==> src/rtl/hamming_pkg.sv <==
// Shared helpers for the extended-Hamming SECDED encoder/decoder family.
// Position 0 is overall parity; powers of two carry check bits.
package hamming_pkg;

  function automatic int calc_n(input int r);
    return 1 << r;
  endfunction

  function automatic int calc_k(input int r);
    return (1 << r) - 1 - r;
  endfunction

  function automatic logic is_check_pos(input int pos);
    return (pos > 0) && ((pos & (pos - 1)) == 0);
  endfunction

  // Data bits fill the non-power-of-two positions in ascending order from 3.
  function automatic int data_pos(input int idx);
    int res;
    int cnt;
    res = 0;
    cnt = 0;
    for (int p = 3; p < 128; p++) begin
      if (!is_check_pos(p)) begin
        if (cnt == idx) res = p;
        cnt++;
      end
    end
    return res;
  endfunction

endpackage

==> src/rtl/hamming_syndrome.sv <==
// Combinational syndrome and overall-parity generator for a 2^R-bit codeword.
// Shared between the decoder and the scrubber.
module hamming_syndrome
  import hamming_pkg::*;
#(
  parameter int R = 3
) (
  input  logic [calc_n(R)-1:0] codeword_i,
  output logic [R-1:0]         syndrome_o,
  output logic                 parity_o
);

  localparam int N = calc_n(R);

  always_comb begin
    syndrome_o = '0;
    for (int i = 1; i < N; i++) begin
      if (codeword_i[i]) syndrome_o = syndrome_o ^ R'(i);
    end
    parity_o = ^codeword_i;
  end

endmodule

==> src/rtl/hamming_secded_decoder.sv <==
// Two-stage pipelined SECDED decoder with valid/ready flow control,
// detect-only mode and saturating error counters.
module hamming_secded_decoder
  import hamming_pkg::*;
#(
  parameter int R     = 3,
  parameter int CNT_W = 16
) (
  input  logic                 clk,
  input  logic                 rst_n,
  input  logic                 in_valid,
  output logic                 in_ready,
  input  logic [calc_n(R)-1:0] in_codeword,
  input  logic                 correct_en,
  input  logic                 clr_cnt,
  output logic                 out_valid,
  input  logic                 out_ready,
  output logic [calc_k(R)-1:0] out_data,
  output logic [R-1:0]         out_syndrome,
  output logic                 out_single_err,
  output logic                 out_double_err,
  output logic [CNT_W-1:0]     corr_count,
  output logic [CNT_W-1:0]     uncorr_count
);

  localparam int N = calc_n(R);
  localparam int K = calc_k(R);

  logic [R-1:0] syn;
  logic         par;

  hamming_syndrome #(.R(R)) u_syndrome (
    .codeword_i (in_codeword),
    .syndrome_o (syn),
    .parity_o   (par)
  );

  logic         s1_valid_q;
  logic [N-1:0] s1_cw_q;
  logic [R-1:0] s1_syn_q;
  logic         s1_par_q;
  logic         s1_cen_q;

  logic         out_valid_q;
  logic [K-1:0] out_data_q;
  logic [R-1:0] out_syn_q;
  logic         out_single_q;
  logic         out_double_q;

  logic         s2_free;
  logic         s1_advance;
  logic         fire;

  assign s2_free    = !out_valid_q || out_ready;
  assign s1_advance = s1_valid_q && s2_free;
  assign in_ready   = rst_n && (!s1_valid_q || s1_advance);
  assign fire       = out_valid_q && out_ready;

  always_ff @(posedge clk or negedge rst_n) begin
    if (!rst_n) begin
      s1_valid_q <= 1'b0;
      s1_cw_q    <= '0;
      s1_syn_q   <= '0;
      s1_par_q   <= 1'b0;
      s1_cen_q   <= 1'b0;
    end else if (in_ready) begin
      s1_valid_q <= in_valid;
      if (in_valid) begin
        s1_cw_q  <= in_codeword;
        s1_syn_q <= syn;
        s1_par_q <= par;
        s1_cen_q <= correct_en;
      end
    end
  end

  logic [N-1:0] cw_fix;
  logic [K-1:0] data_d;
  logic         single_d;
  logic         double_d;

  // A zero syndrome with odd parity flips bit 0, which carries no data.
  always_comb begin
    single_d = s1_par_q;
    double_d = !s1_par_q && (s1_syn_q != '0);
    cw_fix   = s1_cw_q;
    if (single_d && s1_cen_q) cw_fix[s1_syn_q] = ~s1_cw_q[s1_syn_q];
  end

  for (genvar j = 0; j < K; j++) begin : g_extract
    assign data_d[j] = cw_fix[data_pos(j)];
  end

  always_ff @(posedge clk or negedge rst_n) begin
    if (!rst_n) begin
      out_valid_q  <= 1'b0;
      out_data_q   <= '0;
      out_syn_q    <= '0;
      out_single_q <= 1'b0;
      out_double_q <= 1'b0;
    end else if (s2_free) begin
      out_valid_q <= s1_valid_q;
      if (s1_valid_q) begin
        out_data_q   <= data_d;
        out_syn_q    <= s1_syn_q;
        out_single_q <= single_d;
        out_double_q <= double_d;
      end
    end
  end

  logic [CNT_W-1:0] corr_q, corr_d;
  logic [CNT_W-1:0] uncorr_q, uncorr_d;

  always_comb begin
    corr_d   = corr_q;
    uncorr_d = uncorr_q;
    if (clr_cnt) begin
      corr_d   = '0;
      uncorr_d = '0;
    end else if (fire) begin
      if (out_single_q && (corr_q != '1))   corr_d   = corr_q + 1'b1;
      if (out_double_q && (uncorr_q != '1)) uncorr_d = uncorr_q + 1'b1;
    end
  end

  always_ff @(posedge clk or negedge rst_n) begin
    if (!rst_n) begin
      corr_q   <= '0;
      uncorr_q <= '0;
    end else begin
      corr_q   <= corr_d;
      uncorr_q <= uncorr_d;
    end
  end

  assign out_valid      = out_valid_q;
  assign out_data       = out_data_q;
  assign out_syndrome   = out_syn_q;
  assign out_single_err = out_single_q;
  assign out_double_err = out_double_q;
  assign corr_count     = corr_q;
  assign uncorr_count   = uncorr_q;

endmodule

==> config.mk <==
export PLATFORM = sky130hd
export DESIGN_NAME = hamming_secded_decoder
export DESIGN_NICKNAME = d
export VERILOG_FILES = /design/src/rtl/hamming_pkg.sv /design/src/rtl/hamming_syndrome.sv /design/src/rtl/hamming_secded_decoder.sv
export SDC_FILE = /design/constraint.sdc
export NUM_CORES = 1
export LEC_CHECK = 0
export ABC_AREA = 1
export CAP_MARGIN = 40
export CORE_MARGIN = 2
export CORE_UTILIZATION = 40
export CTS_BUF_LIST = sky130_fd_sc_hd__clkbuf_2 sky130_fd_sc_hd__clkbuf_4 sky130_fd_sc_hd__clkbuf_8
export CTS_CLUSTER_DIAMETER = 100
export DETAILED_ROUTE_END_ITERATION = 10
export PLACE_DENSITY = 0.7
export SLEW_MARGIN = 15
export SYNTH_ARGS = -nofsm -noshare
export SYNTH_HDL_FRONTEND = slang
export SYNTH_SLANG_ARGS = --single-unit
==> constraint.sdc <==
create_clock -name clk -period 2.4 [get_ports clk]
set_clock_uncertainty 0.2 [all_clocks]
set_input_delay 0.24 -clock clk [delete_from_list [all_inputs] [get_ports clk]]
set_output_delay 0.24 -clock clk [all_outputs]
set_load 0.05 [all_outputs]
=== After elaboration in Yosys (flattened, before gate mapping) ===
Index checks and enable logic that the tools add are counted.

* Bits in registers: 56

* Add/sub/neg operators: 2
* Magnitude comparators: 2
* Equality and inequality tests: 2
* Muxes and demuxes: 19
* Bitwise gates (word level): 7
* Reductions and logical operators: 22

{| class="wikitable"
|+ Operators with widths
! cell !! count
|-
| 16-bit two-way mux || 6
|-
| 16-bit by 1-bit adder with 16-bit output (second input constant) || 2
|-
| 16-bit inequality test (second input constant) || 2
|-
| 3-bit two-way mux || 4
|-
| 8-bit bitwise mux || 1
|-
| 1-bit logical AND || 8
|-
| 8-bit two-way mux || 1
|-
| 2-bit AND reduction || 4
|-
| 8-bit parity || 1
|-
| 2-bit inverter || 3
|-
| 2-bit nonzero test || 3
|-
| 3-bit by 4-bit less-than comparator with 1-bit output (second input constant) || 1
|-
| 2-bit two-way mux || 2
|-
| 1-bit binary-select mux with 3-bit select || 1
|-
| 1-bit demux with 3-bit select || 1
|-
| 3-bit by 1-bit >= comparator with 1-bit output (second input constant) || 1
|-
| 1-bit logical NOT || 3
|-
| 1-bit two-way mux || 3
|-
| 3-bit inverter || 1
|-
| 3-bit nonzero test || 1
|-
| 1-bit logical OR || 2
|-
| 1-bit inverter (first input constant) || 2
|-
| 1-bit inverter || 1
|}

=== Logic depth before layout (Yosys ltp) ===
* Depth after elaboration: 11
* Depth in mapped cells: 10
* Gate-level depth less buffers: 9

=== Hierarchy ===
Synthesis repeated with hierarchy kept, for this count alone.

* Cell total of the unflattened synthesis: 494
* Area, all modules: 3400.8 µm²

{| class="wikitable"
|+ By module, submodules not included
! module !! times used !! cells each !! area an instance (µm²) !! sequential area each (µm²)
|-
| hamming_secded_decoder || 1 || 444 || 3180.6 || 1401.3
|-
| hamming_syndrome || 1 || 50 || 220.2 || 0.0
|}

=== Least setup slack after synthesis ===
OpenSTA, ideal clock, no wires.

* Kind: register to register
* Start: reg corr_q[1] (netlist: corr_count[1])
* End: reg corr_q[2] (netlist: corr_count[2])
* Library setup time: 0.066 ns
* Arrival time: 1.847 ns
* Setup slack: 0.287 ns
* Cell stages (with the launch flop): 11
* Cells stage by stage: dfrtp_1 > ha_1 > nand2_1 > nor2_4 > nand2_2 > nor2_4 > o21ai_4 > clkinv_2 > buf_6 > nand2_1 > nand2_1

* Word-level cells in the longest chain between the ends: 4
* Elaborated cells on any way between the ends: 8
* Those cells by class: add/sub: 1; eq/ne: 1; mux: 3; reduce/logical: 3

{| class="wikitable"
|+ Ends and longest elaborated chain
! element !! RTL line !! source
|-
| start, declared || hamming_secded_decoder.sv:112 || <nowiki>logic [CNT_W-1:0] corr_q, corr_d;</nowiki>
|-
| start signal, assigned || hamming_secded_decoder.sv:132 || <nowiki>corr_q <= corr_d;</nowiki>
|-
| 16-bit by 1-bit adder with 16-bit output or 16-bit inequality test (tied branches) || hamming_secded_decoder.sv:122 || <nowiki>if (out_single_q && (corr_q != '1)) corr_d = corr_q + 1'b1;</nowiki>
|-
| 16-bit two-way mux or 1-bit logical AND (tied branches) || hamming_secded_decoder.sv:122 ||
|-
| 16-bit two-way mux or 2-bit nonzero test (tied branches) || - ||
|-
| 16-bit two-way mux or 2-bit AND reduction (tied branches) || - ||
|}

Several ways; a longest one is shown, not always the timed one. The select of a mux whose other input is x is not followed.
A chain may end at the register's enable or synchronous reset.

=== Final worst setup path ===
* Start: reg corr_q[4] (netlist: corr_count[4])
* End: out corr_count[4]

{| class="wikitable"
|+ RTL lines
! element !! RTL line !! source
|-
| end, declared || hamming_secded_decoder.sv:22 || <nowiki>output logic [CNT_W-1:0] corr_count,</nowiki>
|}

No word-level cell between the ends.

==> flow_summary.ini <==
[run_status]
outcome = finished clean

[power_and_ir_drop]
p_sw_mw = 0.935
swShare_pct = 36.2
ir_drop_mv = 0.249
p_per_area_mw_per_mm2 = 617
static-leakage-power_nw = 1.87
internal-power_mw = 1.65
p_clk_share_pct = 25.6
pwr-share-seq_pct = 44.3
combPwrFrac_pct = 30.1
finalPower_mw = 2.58

[clock_tree]
clockBufferDepth = 2
cts_buffers = 5
clock_sinks = 56
cts.reportedPaths.clkPinSlew_ns = 0.11
clockRootBuffer = clkbuf_8
htree_levels = 2
post_cts_buffers = 0
clk_latency_ns = 0.31
cts-resized-gates = 0
cts_hold_buf = 1
cts_tree = yes

[sta]
relSlewSlack_pct = 53.0
rsz0062_at_grt = no
slew_violations = 0
hold_ws_ns = 0.291
worst_pin_slew_ns = 0.705
finalHoldViolCount = 0
tns_ns = 0
final-setup-viol-count = 0
max_freq_ghz = 0.482
finalCritPeriodShare_pct = 86.5
fin_crit_ns = 2.08

[cells_and_area]
layout-drive-gt1-share_pct = 5.81
fin_util_pct = 50.7
area_delta_synth_final_pct = 22.5
n_fill_cell = 838
fin_nets = 549
final_cell_mix = nand2_1, dfrtp_1, nor2_1, clkdlybuf4s50_1, inv_1
n_antenna_cell = 0
final_common_cell = nand2_1

[setup_path]
worst_path_dominant_cell_family = buffers and inverters
arrival_ns = 1.64
r2r_end = uncorr_count[12]$_DFFE_PN0P_
reg2regPathDepth = 9
setup.worst_path.start = corr_count[4]$_DFFE_PN0P_
critPathCapture = corr_count[4]
worst_path_largest_cell_delay_ns = 0.85
cp-start-kind = register
r2r_setup_slack_ns = 0.37
path_depth = 1
cp.required_ns = 1.96
path_cells = clkdlybuf4s50_1
slowest_stage = clkdlybuf4s50_1
r2r-start = uncorr_count[0]$_DFFE_PN0P_
crit_path_end_kind = output port
crit_buf_inv = 1
critical_path_class = register to output port
cp_max_fo = 5

[floorplanning]
initial_core_util_pct = 41.4
fp.dieW_um = 96.4
io_pins = 57
dieHeight_um = 96.4
dieArea_mm2 = 0.00929
fp.coreArea_mm2 = 0.00826
row_count = 33

[detailed_routing]
drtIter0Drc = 192
dr.pass1.iters = 4
routed_wl_um = 8120
dr_total_vias = 3149
drc = 0
ant_nets = 0
via_per_inst = 4.93
wl_per_cell_um = 12.7

[placed_design]
io_buffers = 56
gp_congestion = 0.871
hpwl_um = 6050

[global_route]
grt_antenna_before_repair = 0
gr-total-overflow = 0
track_usage_pct = 19.0
grt_pass1_vias = 3029
grt_max_degree = 57
grt_first_pass_wirelength_um = 14000

[synthesis]
synth_seq_cells = 56
synth_nets = 497
syn-instance-count = 481
avgSynthCellArea_um2 = 7.10
netlist_area_mm2 = 0.00342
yosysSeqAreaShare_pct = 41.0
yosys_warnings = 0
synth.distinct_cells = 28

[min_path]
whs_path_depth = 3
min_path_type = input pin to register

[flow_run]
cap_violations = 0
## metal layers
layer	routed length (um)	vias to the layer above	part of all wire [%]	global-route usage, %
li1	-	1620	-	-
met1	3650	1438	45	25.0
met2	3970	83	49	33.3
met3	390	8	4.8	2.33
met4	107	0	1.3	5.05
met5	0	-	0	0
## cell families after synthesis
family                     count (synthesis)  share of synthesized area, %
DFF                                       56                          41.0
xor gates and xnor gates                  27                          6.92
AOI/OAI and AO/OA                         34                          5.86
and+or+nand+nor                          306                          38.6
adders and majority gates                  2                         0.732
buffers and inverters                     56                          6.81
## power groups by stage
stage / clock network (mW) / registers [mW] / logic, mW
floorplan: 0 / 1.36 / 0.321
global placement: 0 / 1.16 / 0.771
detailed placement: 0 / 1.16 / 0.781
CTS: 0.674 / 1.15 / 0.784
global route: 0.714 / 1.16 / 0.853
finish: 0.659 / 1.14 / 0.778
## how the worst min path moves through the flow
stage	endpoint	slack [ns]	from
finish	s1_cen_q$_DFFE_PN0P_	0.29	correct_en
global route	s1_cen_q$_DFFE_PN0P_	0.29	correct_en
CTS	s1_cen_q$_DFFE_PN0P_	0.29	correct_en
detailed placement	s1_cw_q[0]$_DFFE_PN0P_	0.27	s1_cw_q[0]$_DFFE_PN0P_
global placement	s1_cw_q[1]$_DFFE_PN0P_	0.27	s1_cw_q[1]$_DFFE_PN0P_
floorplan	corr_count[0]$_DFFE_PN0P_	-0.26	rst_n
## cell usage after synthesis
library cell  instances  area share (%)
buf_6                 2            0.66
nand2_1             191              21
inv_2                 2            0.22
o21ai_1               6            0.88
or2_2                 2            0.37
nor2_1               54             5.9
buf_1                 4            0.44
xor2_1               16             4.1
xnor2_1              11             2.8
clkinv_2              1            0.15
buf_2                 5            0.73
dfrtp_1              56              41
nand3b_1              2            0.44
clkbuf_1              6            0.66
nand4_1              25             4.6
nor3_1                3            0.44
ha_1                  2            0.73
nor2_8                1            0.59
nand3_1              19             2.8
nor2_4                6             2.0
o21bai_1              6             1.3
o21a_1                1            0.22
inv_1                36             4.0
nor2_2                1            0.18
o22ai_1               1            0.18
o21ai_0              19             2.8
o21ai_4               1            0.48
nand2_2               2            0.37
## flip-flops by register name, indices dropped and copies added, names as in the netlist
register / count
s1_cw_q: 8
out_data: 4
corr_count: 16
out_single_err: 1
s1_valid_q: 1
out_syndrome: 3
uncorr_count: 16
out_valid: 1
out_double_err: 1
s1_cen_q: 1
s1_syn_q: 3
s1_par_q: 1
## metrics by stage
stage               setup slack (ns)  cell area [um^2]  cells
CTS                            0.316              4180    639
floorplan                      0.287              3420    481
detailed placement             0.355              4050    630
finish                         0.325              4180    639
global placement               0.380              4050    630
global route                   0.202              4180    639
## cell type report
| cell class | count | area (um^2) | area share, % |
|---|---|---|---|
| Inverter | 39 | 148 | 3.53 |
| Clock inverter | 2 | 38.8 | 0.927 |
| Clock buffer | 6 | 82.6 | 1.97 |
| Tap cell | 105 | 131 | 3.14 |
| Multi-Input combinational cell | 369 | 1780 | 42.6 |
| Sequential cell | 56 | 1400 | 33.5 |
| Timing Repair Buffer | 62 | 601 | 14.4 |
(Power assumes the default switching activity.)
